==> src/rtl/tinychip_pkg.sv <==
// Shared widths, types and requester indices for the register file slice.
package tinychip_pkg;

    localparam int RF_AW      = 3;
    localparam int RF_DW      = 8;
    localparam int RF_NUM_REQ = 3;

    typedef logic [RF_AW-1:0] rf_addr_t;
    typedef logic [RF_DW-1:0] rf_data_t;

    // Writeback requester slots, lowest index first in the request vectors
    localparam int REQ_ALU   = 0;
    localparam int REQ_LOAD  = 1;
    localparam int REQ_DEBUG = 2;

endpackage

==> src/rtl/rr_arbiter.sv <==
// Round-robin arbiter: one-hot grant, search starts at the pointer and wraps.
// The pointer moves past the winner only when the caller says the grant is taken.
module rr_arbiter #(
    parameter int N = 3
) (
    input  logic         clk,
    input  logic         reset,
    input  logic [N-1:0] req,
    input  logic         advance,
    output logic [N-1:0] gnt
);

    localparam int PW = (N > 1) ? $clog2(N) : 1;

    logic [PW-1:0] ptr_q, ptr_d;
    logic [PW:0]   idx;
    logic          found;

    // Scan N slots starting at the pointer; first requester found wins
    always_comb begin
        gnt   = '0;
        ptr_d = ptr_q;
        found = 1'b0;
        idx   = '0;
        for (int k = 0; k < N; k++) begin
            idx = {1'b0, ptr_q} + (PW+1)'(k);
            if (idx >= (PW+1)'(N)) idx = idx - (PW+1)'(N);
            if (!found && req[idx[PW-1:0]]) begin
                found                = 1'b1;
                gnt[idx[PW-1:0]]     = 1'b1;
                ptr_d = (idx == (PW+1)'(N-1)) ? '0 : idx[PW-1:0] + PW'(1);
            end
        end
        if (!advance) ptr_d = ptr_q;
    end

    // Pointer register; holds when nothing is granted
    always_ff @(posedge clk) begin
        if (reset) ptr_q <= '0;
        else       ptr_q <= ptr_d;
    end

endmodule

==> src/rtl/regfile_write_arbiter.sv <==
// Shares the register file write port among writeback requesters and keeps a
// per-register busy scoreboard for the issue stage. Register 0 is hardwired.
module regfile_write_arbiter
    import tinychip_pkg::*;
#(
    parameter int NUM_REQ = RF_NUM_REQ,
    parameter int AW      = RF_AW,
    parameter int DW      = RF_DW
) (
    input  logic                  clk,
    input  logic                  reset,
    input  logic                  flush,
    input  logic [NUM_REQ-1:0]    req_valid,
    output logic [NUM_REQ-1:0]    req_ready,
    input  logic [NUM_REQ*AW-1:0] req_addr,
    input  logic [NUM_REQ*DW-1:0] req_data,
    input  logic                  reserve_valid,
    input  logic [AW-1:0]         reserve_addr,
    output logic                  reserve_ready,
    output logic [2**AW-1:0]      busy,
    output logic                  rf_we,
    output logic [AW-1:0]         rf_waddr,
    output logic [DW-1:0]         rf_wdata
);

    localparam int NUM_REGS = 2**AW;

    logic                blocked;
    logic [NUM_REQ-1:0]  arb_req, gnt;
    logic                g_any;
    logic [AW-1:0]       g_addr;
    logic [DW-1:0]       g_data;

    logic                rf_we_q, rf_we_d;
    logic [AW-1:0]       rf_waddr_q, rf_waddr_d;
    logic [DW-1:0]       rf_wdata_q, rf_wdata_d;
    logic [NUM_REGS-1:0] busy_q, busy_d;

    // No grants (and no pointer movement) while in reset or flushing
    assign blocked = reset | flush;
    assign arb_req = blocked ? '0 : req_valid;

    rr_arbiter #(.N(NUM_REQ)) u_arb (
        .clk     (clk),
        .reset   (reset),
        .req     (arb_req),
        .advance (!blocked),
        .gnt     (gnt)
    );

    assign req_ready     = gnt;
    assign reserve_ready = !busy_q[reserve_addr] && !flush;
    assign busy          = busy_q;
    assign rf_we         = rf_we_q;
    assign rf_waddr      = rf_waddr_q;
    assign rf_wdata      = rf_wdata_q;

    // Select the granted requester's address and data
    always_comb begin
        g_any  = 1'b0;
        g_addr = '0;
        g_data = '0;
        for (int i = 0; i < NUM_REQ; i++) begin
            if (gnt[i]) begin
                g_any  = 1'b1;
                g_addr = req_addr[i*AW +: AW];
                g_data = req_data[i*DW +: DW];
            end
        end
    end

    // Next write-port values; writes to register 0 are accepted but dropped
    always_comb begin
        rf_we_d    = g_any && (g_addr != '0);
        rf_waddr_d = rf_we_d ? g_addr : rf_waddr_q;
        rf_wdata_d = rf_we_d ? g_data : rf_wdata_q;
    end

    // Scoreboard: completed write clears, reservation sets (set wins), flush wipes
    always_comb begin
        busy_d = busy_q;
        if (rf_we_q) busy_d[rf_waddr_q] = 1'b0;
        if (reserve_valid && reserve_ready && (reserve_addr != '0))
            busy_d[reserve_addr] = 1'b1;
        if (flush) busy_d = '0;
    end

    // Output register and scoreboard state
    always_ff @(posedge clk) begin
        if (reset) begin
            rf_we_q    <= 1'b0;
            rf_waddr_q <= '0;
            rf_wdata_q <= '0;
            busy_q     <= '0;
        end else begin
            rf_we_q    <= rf_we_d;
            rf_waddr_q <= rf_waddr_d;
            rf_wdata_q <= rf_wdata_d;
            busy_q     <= busy_d;
        end
    end

endmodule

==> config.mk <==
export PLATFORM = sky130hd
export DESIGN_NAME = regfile_write_arbiter
export DESIGN_NICKNAME = d
export VERILOG_FILES = /design/src/rtl/tinychip_pkg.sv /design/src/rtl/rr_arbiter.sv /design/src/rtl/regfile_write_arbiter.sv
export SDC_FILE = /design/constraint.sdc
export NUM_CORES = 1
export LEC_CHECK = 0
export ABC_AREA = 1
export ABC_CLOCK_PERIOD_IN_PS = 3900
export CAP_MARGIN = 20
export CELL_PAD_IN_SITES_DETAIL_PLACEMENT = 1
export CELL_PAD_IN_SITES_GLOBAL_PLACEMENT = 1
export CORE_MARGIN = 5
export CORE_UTILIZATION = 25
export DETAILED_ROUTE_END_ITERATION = 10
export DONT_BUFFER_PORTS = 1
export GPL_TIMING_DRIVEN = 0
export PLACE_DENSITY = 0.57
export SLEW_MARGIN = 20
export SYNTH_ARGS = -nofsm -noshare
export SYNTH_HDL_FRONTEND = slang
export SYNTH_SLANG_ARGS = --single-unit
==> constraint.sdc <==
create_clock -name clk -period 3.9 [get_ports clk]
set_clock_uncertainty 0.1 [all_clocks]
set_input_delay 0.78 -clock clk [delete_from_list [all_inputs] [get_ports clk]]
set_output_delay 0.78 -clock clk [all_outputs]
set_load 0.01 [all_outputs]
==> summary.md, run 1 <==
Number of pins with negative max-slew slack in the final report: 0. The die width works out to 88.5 µm. The startpoint of the most critical setup path was u_arb.ptr_q[0]. The count of nets left with antenna violations once routing finished came out at 0. The run gives 1555 as the number of global-route vias before repair. The net count of the finished layout is 275. The tools report the worst path required time as 3.02 ns. TritonCTS built the clock tree. Cell taking the most area after synthesis: dfxtp_1. At the later pin of the worst-skew pair, clock insertion delay measures 0.26 ns. In this run the critical register-to-register path is launched from u_arb.ptr_q[0]. In this run the register-to-register setup slack is 1.35 ns.

Clock-pin slew was measured on the worst setup and hold paths at 0.08 ns. The core footprint is 5960 µm², and the clock sink count is 22. For this run, design rule violations remaining after detail routing come to 0.

Counting every net in the synthesized netlist gives 270. Timing would allow up to 341 MHz. During placement, the flow inserted port buffers numbering 0.

The count of cell types in the netlist came out at 31. The headroom to the max-slew limit was 79.0%. Setup violations remaining at the end of the flow were counted as 0. Routed length per instance: 14.2 µm. The count of buffers added by post-CTS timing repair for setup was 0; the final weighted congestion of routability-driven global placement was 0.735. Of all nets on the critical path, the largest fanout is 10. The fraction of final layout cells with drive strength greater than 1 works out to 16.7%. Power spread over the standard cell area amounts to 841 nW/µm². The die is 88.5 µm tall. For the via count of the routed design, the log shows 1474.

The tools report the capturing instance or port of the critical path as req_ready[1]. The run gives 5.77% as the met3 usage in global routing. The endpoint identified for the worst register-to-register timing path is rf_wdata[6].

The initial antenna violation count was 0. In the synthesized netlist the dominant register cell turns out to be dfxtp_1. The logs give 0.966 ns for the worst-case setup margin in the final layout and 1 for the number of levels in the clock H-tree. In the global route stage, met1 resource usage came out at 13.8%. Yosys printed 0 warnings. The flow ran to the end, and the final reports show no timing, DRC or antenna violations. The tools report the total routed wirelength as 4290 µm. STA classifies the critical path endpoint as a primary output.

The die covers 7830 µm². Yosys attributes the largest share of cell area to dfxtp_1, nand2_1, nand3_1, a21oi_1, inv_1. The run gives 7120 µm as the wire length of the first global-routing pass. Synthesis handed over a netlist of 223 instances.

The number of vias per cell works out to 4.88. For this run, the register share of the synthesized area comes to 28.6%. The number of antenna diodes is 0, and the pre-CTS setup slack is 1.13 ns.

In this run, post-CTS repair resized a total of 0 instances. Origin of the worst min-delay path: rf_wdata[0]. After layout, the minimum clock period comes to 2.93 ns. The fraction of synthesized cell area taken by the top area cell type is 28.6%.

The category of the most critical setup path was reg -> out. Max-cap violations in this run came to 0. Overall power consumption after layout is estimated at 1.43 mW.

In the synthesized netlist the async set-or-reset flop fraction comes to 0%. Signed area change from the synthesized netlist to the final layout: 10.7%. Once the floorplan was initialized, standard cells occupied 25.8% of the core.

Detailed placer's ending HPWL: 3650 µm. The peak supply drop is 0.238 mV. STA classifies the critical path startpoint as a register. The analysis attributes to cell leakage a power of 0.737 nW. The final period utilization was 75.2%. The synthesized design contains 0 enable-type register cells. The initialized floorplan defines 28 standard-cell rows. The detailed router finished its first iteration with 31 violations. After routing, the total negative slack on setup checks comes to 0 ns.

For the worst flop-to-flop path, the logic depth is 17. The worst hold path class was reg -> reg. The pin slew with the least headroom to its limit was 0.312 ns. The cell area after technology mapping came out at 1540 µm².

The aggregate global-route resource usage is 11.5%. For the number of hold-repair buffers added at the cts stage, the log shows 0. Length of the first detailed-routing pass in iterations: 4. The tree is rooted in a clkbuf_8. Entering global routing, the biggest net connects 14 pins.

The number of failing hold endpoints at the final stage was 0. Setup repair after global routing left no endpoint under its margin. During I/O placement, the number of pins put on the boundary was 67.

The run gives 0 as the total global routing overflow. In this run, synthesis produced a sequential element count of 22. Counting along the longest clock path gives a buffer depth of 2. met2 is the most crowded layer.

The logs give 3 for the total CTS buffers and 2.05 ns for the data arrival time of the worst path. Each instance of the synthesized netlist takes up on average 6.90 µm². The met2 layer usage reported by global route was 18.8%.
## power by group
group	internal, mW	switching, mW	total (mW)
sequential	0.278	0.0633	0.341
clock	0.137	0.0727	0.210
combinational	0.318	0.565	0.883
## flip-flops by register name, summed over array words and instances (netlist names)
register     count
busy             8
rf_waddr         3
rf_wdata         8
rf_we            1
u_arb.ptr_q      2
## metrics by stage
| stage | instance area [µm²] | cells | util [%] | hold slack, ns |
|---|---|---|---|---|
| CTS | 1700 | 302 | 28.6 | 0.424 |
| global route | 1700 | 302 | 28.6 | 0.450 |
| floorplan | 1540 | 223 | - | 0.381 |
| detailed placement | 1630 | 298 | 27.4 | 0.412 |
| finish | 1700 | 302 | 28.6 | 0.419 |
| global placement | 1630 | 298 | 27.4 | 0.410 |
## worst max-delay path: stages (launching register included)
cell and delay, ns:
dfxtp_1 0.38, inv_1 0.08, ha_1 0.37, inv_2 0.11, nand3_1 0.08, nand2_1 0.07
nand2_1 0.08, nand2_4 0.09, nand3_1 0.09, nand2_1 0.09, inv_2 0.04, nand2_2 0.10
buf_4 0.21
## worst min-delay path by stage
stage / depth (start not counted) / slack, ns / end
after floorplan: 2 / 0.38 / u_arb.ptr_q[0]
after global placement: 2 / 0.41 / rf_wdata[0]
after detailed placement: 2 / 0.41 / rf_wdata[2]
after CTS: 2 / 0.42 / rf_wdata[2]
after global routing: 2 / 0.45 / rf_wdata[2]
final: 2 / 0.42 / rf_wdata[0]
## cells by family after synthesis
family / synth area share [%]
simple gates: 42.1
compound gates: 16.7
buf+inv: 9.35
flops: 28.6
fa+ha+maj: 3.25
## cells in the mapped netlist (3+ instances only)
cell,n
a21oi_1,19
a2bb2oi_1,8
dfxtp_1,22
ha_1,4
inv_1,19
inv_2,6
nand2_1,60
nand2_2,7
nand2_4,5
nand3_1,26
nand4_1,3
nor2_1,4
nor2_4,3
nor3_1,7
o21ai_0,11
## area by class of cell
cell class	count	area, µm²
sequential	22	440
multi-input combinational	169	955
tap	75	93.8
clock inverter	1	30.0
fill	759	4250
buffer	4	35.0
inverter	28	109
clock buffer	3	41.3
## metal layers
| layer | wire length (µm) | part of all wire, % |
|---|---|---|
| met4 | 17 | 0.40 |
| met3 | 501 | 12 |
| met5 | 0 | 0 |
| met1 | 1890 | 44 |
| met2 | 1880 | 44 |
## cells in the final DEF, fill, tap and decap left out, types with 2 or more instances in the layout
cell | synthesis | layout
nand3_1 | 26 | 26
nand4_1 | 3 | 3
clkbuf_8 | 0 | 3
o21ai_0 | 11 | 11
nand2_1 | 60 | 60
ha_1 | 4 | 4
nor2_1 | 4 | 4
inv_2 | 6 | 6
or2_4 | 2 | 2
nand2_2 | 7 | 7
dfxtp_1 | 22 | 22
inv_1 | 19 | 19
a2bb2oi_1 | 8 | 8
nand3_4 | 2 | 2
nor2_4 | 3 | 3
a21oi_1 | 19 | 19
nand2_4 | 5 | 5
nor3_1 | 7 | 7
buf_6 | 2 | 2
(Power assumes the default switching activity.)
==> inputs of run 2 (changes only) <==
--- a/config.mk
+++ b/config.mk
@@ -6,7 +6,7 @@
 export NUM_CORES = 1
 export LEC_CHECK = 0
 export ABC_AREA = 1
-export ABC_CLOCK_PERIOD_IN_PS = 3900
+export ABC_CLOCK_PERIOD_IN_PS = 2900
 export CAP_MARGIN = 20
 export CELL_PAD_IN_SITES_DETAIL_PLACEMENT = 1
 export CELL_PAD_IN_SITES_GLOBAL_PLACEMENT = 1
==> constraint.sdc (replaced) <==
create_clock -name clk -period 2.9 [get_ports clk]
set_clock_uncertainty 0.1 [all_clocks]
set_input_delay 0.58 -clock clk [delete_from_list [all_inputs] [get_ports clk]]
set_output_delay 0.58 -clock clk [all_outputs]
set_load 0.01 [all_outputs]
==> run 2 against run 1 <==
Net effect: wire length about the same; critical path depth unchanged; critical endpoint unchanged; largest cell class unchanged; sequential power up 35%; power up 35%; critical path type unchanged; highest routed layer unchanged; clock power up 34%; clock-buffer cell count unchanged.
==> summary.md, run 2 (synthesis gave the netlist of run 1 again) <==
The logs give 7120 µm (unchanged) for the wire length of the first global-routing pass and 3 (unchanged) for the total CTS buffers. The number of max-cap violations came out at 0 (unchanged). The logs give 28 (unchanged) for the placement row count and 2.03 ns (-0.02 ns) for the data arrival time of the worst path.

The switching share of power works out to 48.9% (-0.054 points). Startpoint class of the critical path: a register. The post-detailed-route DRC marker count came out at 0 (unchanged). Pin slew with the least headroom to its limit: 0.312 ns (+0.00000536 ns).

The tools report the worst-case hold path end point as rf_waddr[0]. The shortest clock period the worst path allows after layout works out to 2.71 ns. The logs give 0.946 mW (+35%) for the total net switching power and 7830 µm² (unchanged) for the die outline area. Timing would allow up to 370 MHz. Signed area change from the synthesized netlist to the final layout: 11.0%. The count of buffers added by post-CTS timing repair for setup is 0 (unchanged). The buffer levels on the longest clock path was 2 (unchanged). Total global routing overflow: 0 (unchanged). The count of nets left with antenna violations after detail routing is 0 (unchanged).

Final weighted congestion of routability-driven global placement: 0.735 (unchanged). The run finished with clean final reports. The tools report the part of the total power dissipated in the clock network as 14.6% (about the same).

The clock sink count came out at 22 (unchanged). The power per unit of standard cell area was 1130 nW/µm² (+35%); the total routed wirelength was 4290 µm (about the same). STA classifies the critical path endpoint as a primary output.

The logs give 25.8% (unchanged) for the effective utilization at floorplan and 0.316 ns (-0.810 ns) for the pre-CTS setup slack. The tools report the number of nets in the layout as 275 (unchanged). The peak supply drop was 0.320 mV (+35%); the die height was 88.5 µm (unchanged). The number of input and output port buffers inserted is 0 (unchanged).

In this run the most critical hold path is launched from reset. For the maximum number of pins on one net before global-route repair, the log shows 14 (unchanged). The length of the first detailed-routing pass in iterations was 4 (unchanged); the worst reg-to-reg path cell count was 17 (unchanged). The run gives 0 (unchanged) as the number of hold-repair buffers added at the cts stage. The tools report the capture point of the worst reg-to-reg path as rf_wdata[6]. The logs give 0 (unchanged) for the number of antenna diodes and 0.34 ns (-1.01 ns) for the internal reg-to-reg setup slack.

The core footprint was 5960 µm² (unchanged). The tools report the worst flop-to-flop path startpoint as u_arb.ptr_q[0]. The tree is rooted in a clkbuf_8.

The number of vias per cell is 4.89 (+0.14%). The detailed placer's ending HPWL was 3650 µm (unchanged); the die width was 88.5 µm (unchanged). The run gives 38 (+23%) as the detailed router's first-iteration violation count. The combinational fraction of design power is 61.7% (about the same).

Worst hold margin: 0.278 ns (-0.141 ns). For the number of failing hold endpoints at the final stage, the log shows 0 (unchanged). In the finished design, the share of the clock period the worst path needs comes to 93.3%. The run gives 0 (unchanged) as the number of instances resized during post-cts repair. The number of cells on the worst hold path is 1 (-1). The run gives 0.195 ns (-0.771 ns) as the worst-case setup margin in the final layout.

The share of power burned in registers was 23.7% (about the same). For the design internal power, the log shows 0.990 mW (+35%). The fraction of final layout cells with drive strength greater than 1 is 16.7% (unchanged).

For the number of pins with negative max-slew slack in the final report, the log shows 0 (unchanged). Setup repair after global routing left no endpoint under its margin. The final setup violation count is 0 (unchanged), and the routed length per instance is 14.2 µm (about the same). The run gives 67 (unchanged) as the top-level port count. The tools report the clock latency reported for the late side of the worst-skew pair as 0.26 ns (about the same).

The number of global-route vias before repair is 1555 (unchanged). The worst hold path belongs to the class in -> reg. The most common library cell in the layout ignoring fill and taps is nand2_1.

The tools report the worst path required time as 2.22 ns (-0.80 ns). Leaving out fill and tap cells, the most frequent cells in the layout are nand2_1, nand3_1, dfxtp_1. The number of levels in the clock H-tree was 1 (unchanged); the maximum fanout count along the critical path was 10 (unchanged). The headroom to the max-slew limit is 79.0% (about the same). The run gives 0.737 nW (+0.11%) as the leakage dissipation. The worst setup path is of the reg -> out kind. The aggregate global-route resource usage is 11.5% (unchanged), and the final-layout setup total negative slack is 0 ns (unchanged). The clock-pin slew of the registers on the worst-case setup and hold paths is 0.08 ns (about the same). TritonCTS built the clock tree. The filler cell count in the final layout was 758 (-0.13%). The run gives 0 (unchanged) as the initial antenna violation count. The via count of the routed design was 1476 (+0.14%).
-- run 2: stage by stage --
stage,std cells,util [%],power (mW),instance area [µm²]
6_report,302,28.7,1.94,1710
5_1_grt,302,28.7,2.15,1710
4_1_cts,302,28.6,1.98,1700
3_5_place_dp,298,27.4,1.69,1630
3_3_place_gp,298,27.4,1.67,1630
2_1_floorplan,223,-,1.44,1540
-- run 2: worst max-delay path by stage --
stage / slack (ns) / depth (start not counted) / start / endpoint
floorplan: 0.60 / 17 / u_arb.ptr_q[0] / rf_waddr[1]
global placement: 0.33 / 17 / u_arb.ptr_q[0] / rf_wdata[6]
detailed placement: 0.32 / 17 / u_arb.ptr_q[0] / rf_wdata[6]
CTS: 0.13 / 12 / u_arb.ptr_q[0] / req_ready[1]
global route: 0.02 / 12 / u_arb.ptr_q[0] / req_ready[1]
finish: 0.19 / 12 / u_arb.ptr_q[0] / req_ready[1]
-- run 2: cell type report --
type | count | area [µm²] | share of cell area [%]
Multi-Input combinational cell | 169 | 955 | 55.9
Sequential cell | 22 | 440 | 25.8
Inverter | 28 | 109 | 6.37
Tap cell | 75 | 93.8 | 5.49
Clock buffer | 3 | 41.3 | 2.42
Buffer | 4 | 38.8 | 2.27
Clock inverter | 1 | 30.0 | 1.76
-- run 2: per-layer routing --
metal,routed length (µm),up-vias,GRT usage [%]
li1,-,747,-
met1,1880,675,13.8
met2,1890,52,18.8
met3,496,2,5.77
met4,17,0,1.65
met5,0,-,0
-- run 2: worst max-delay path, cell delays in order, from the launching register on --
cell and delay (ns):
dfxtp_1 0.38, inv_1 0.08, ha_1 0.38, inv_2 0.11
nand3_1 0.08, nand2_1 0.07, nand2_1 0.08, nand2_4 0.09
nand3_1 0.09, nand2_1 0.09, inv_2 0.04, nand2_2 0.11
buf_6 0.17
-- run 2: power groups by stage --
stage | logic [mW] | clock network, mW | registers [mW]
6_report | 1.19 | 0.282 | 0.459
5_1_grt | 1.37 | 0.309 | 0.470
4_1_cts | 1.22 | 0.294 | 0.461
3_5_place_dp | 1.22 | 0 | 0.468
3_3_place_gp | 1.21 | 0 | 0.468
2_1_floorplan | 0.992 | 0 | 0.445
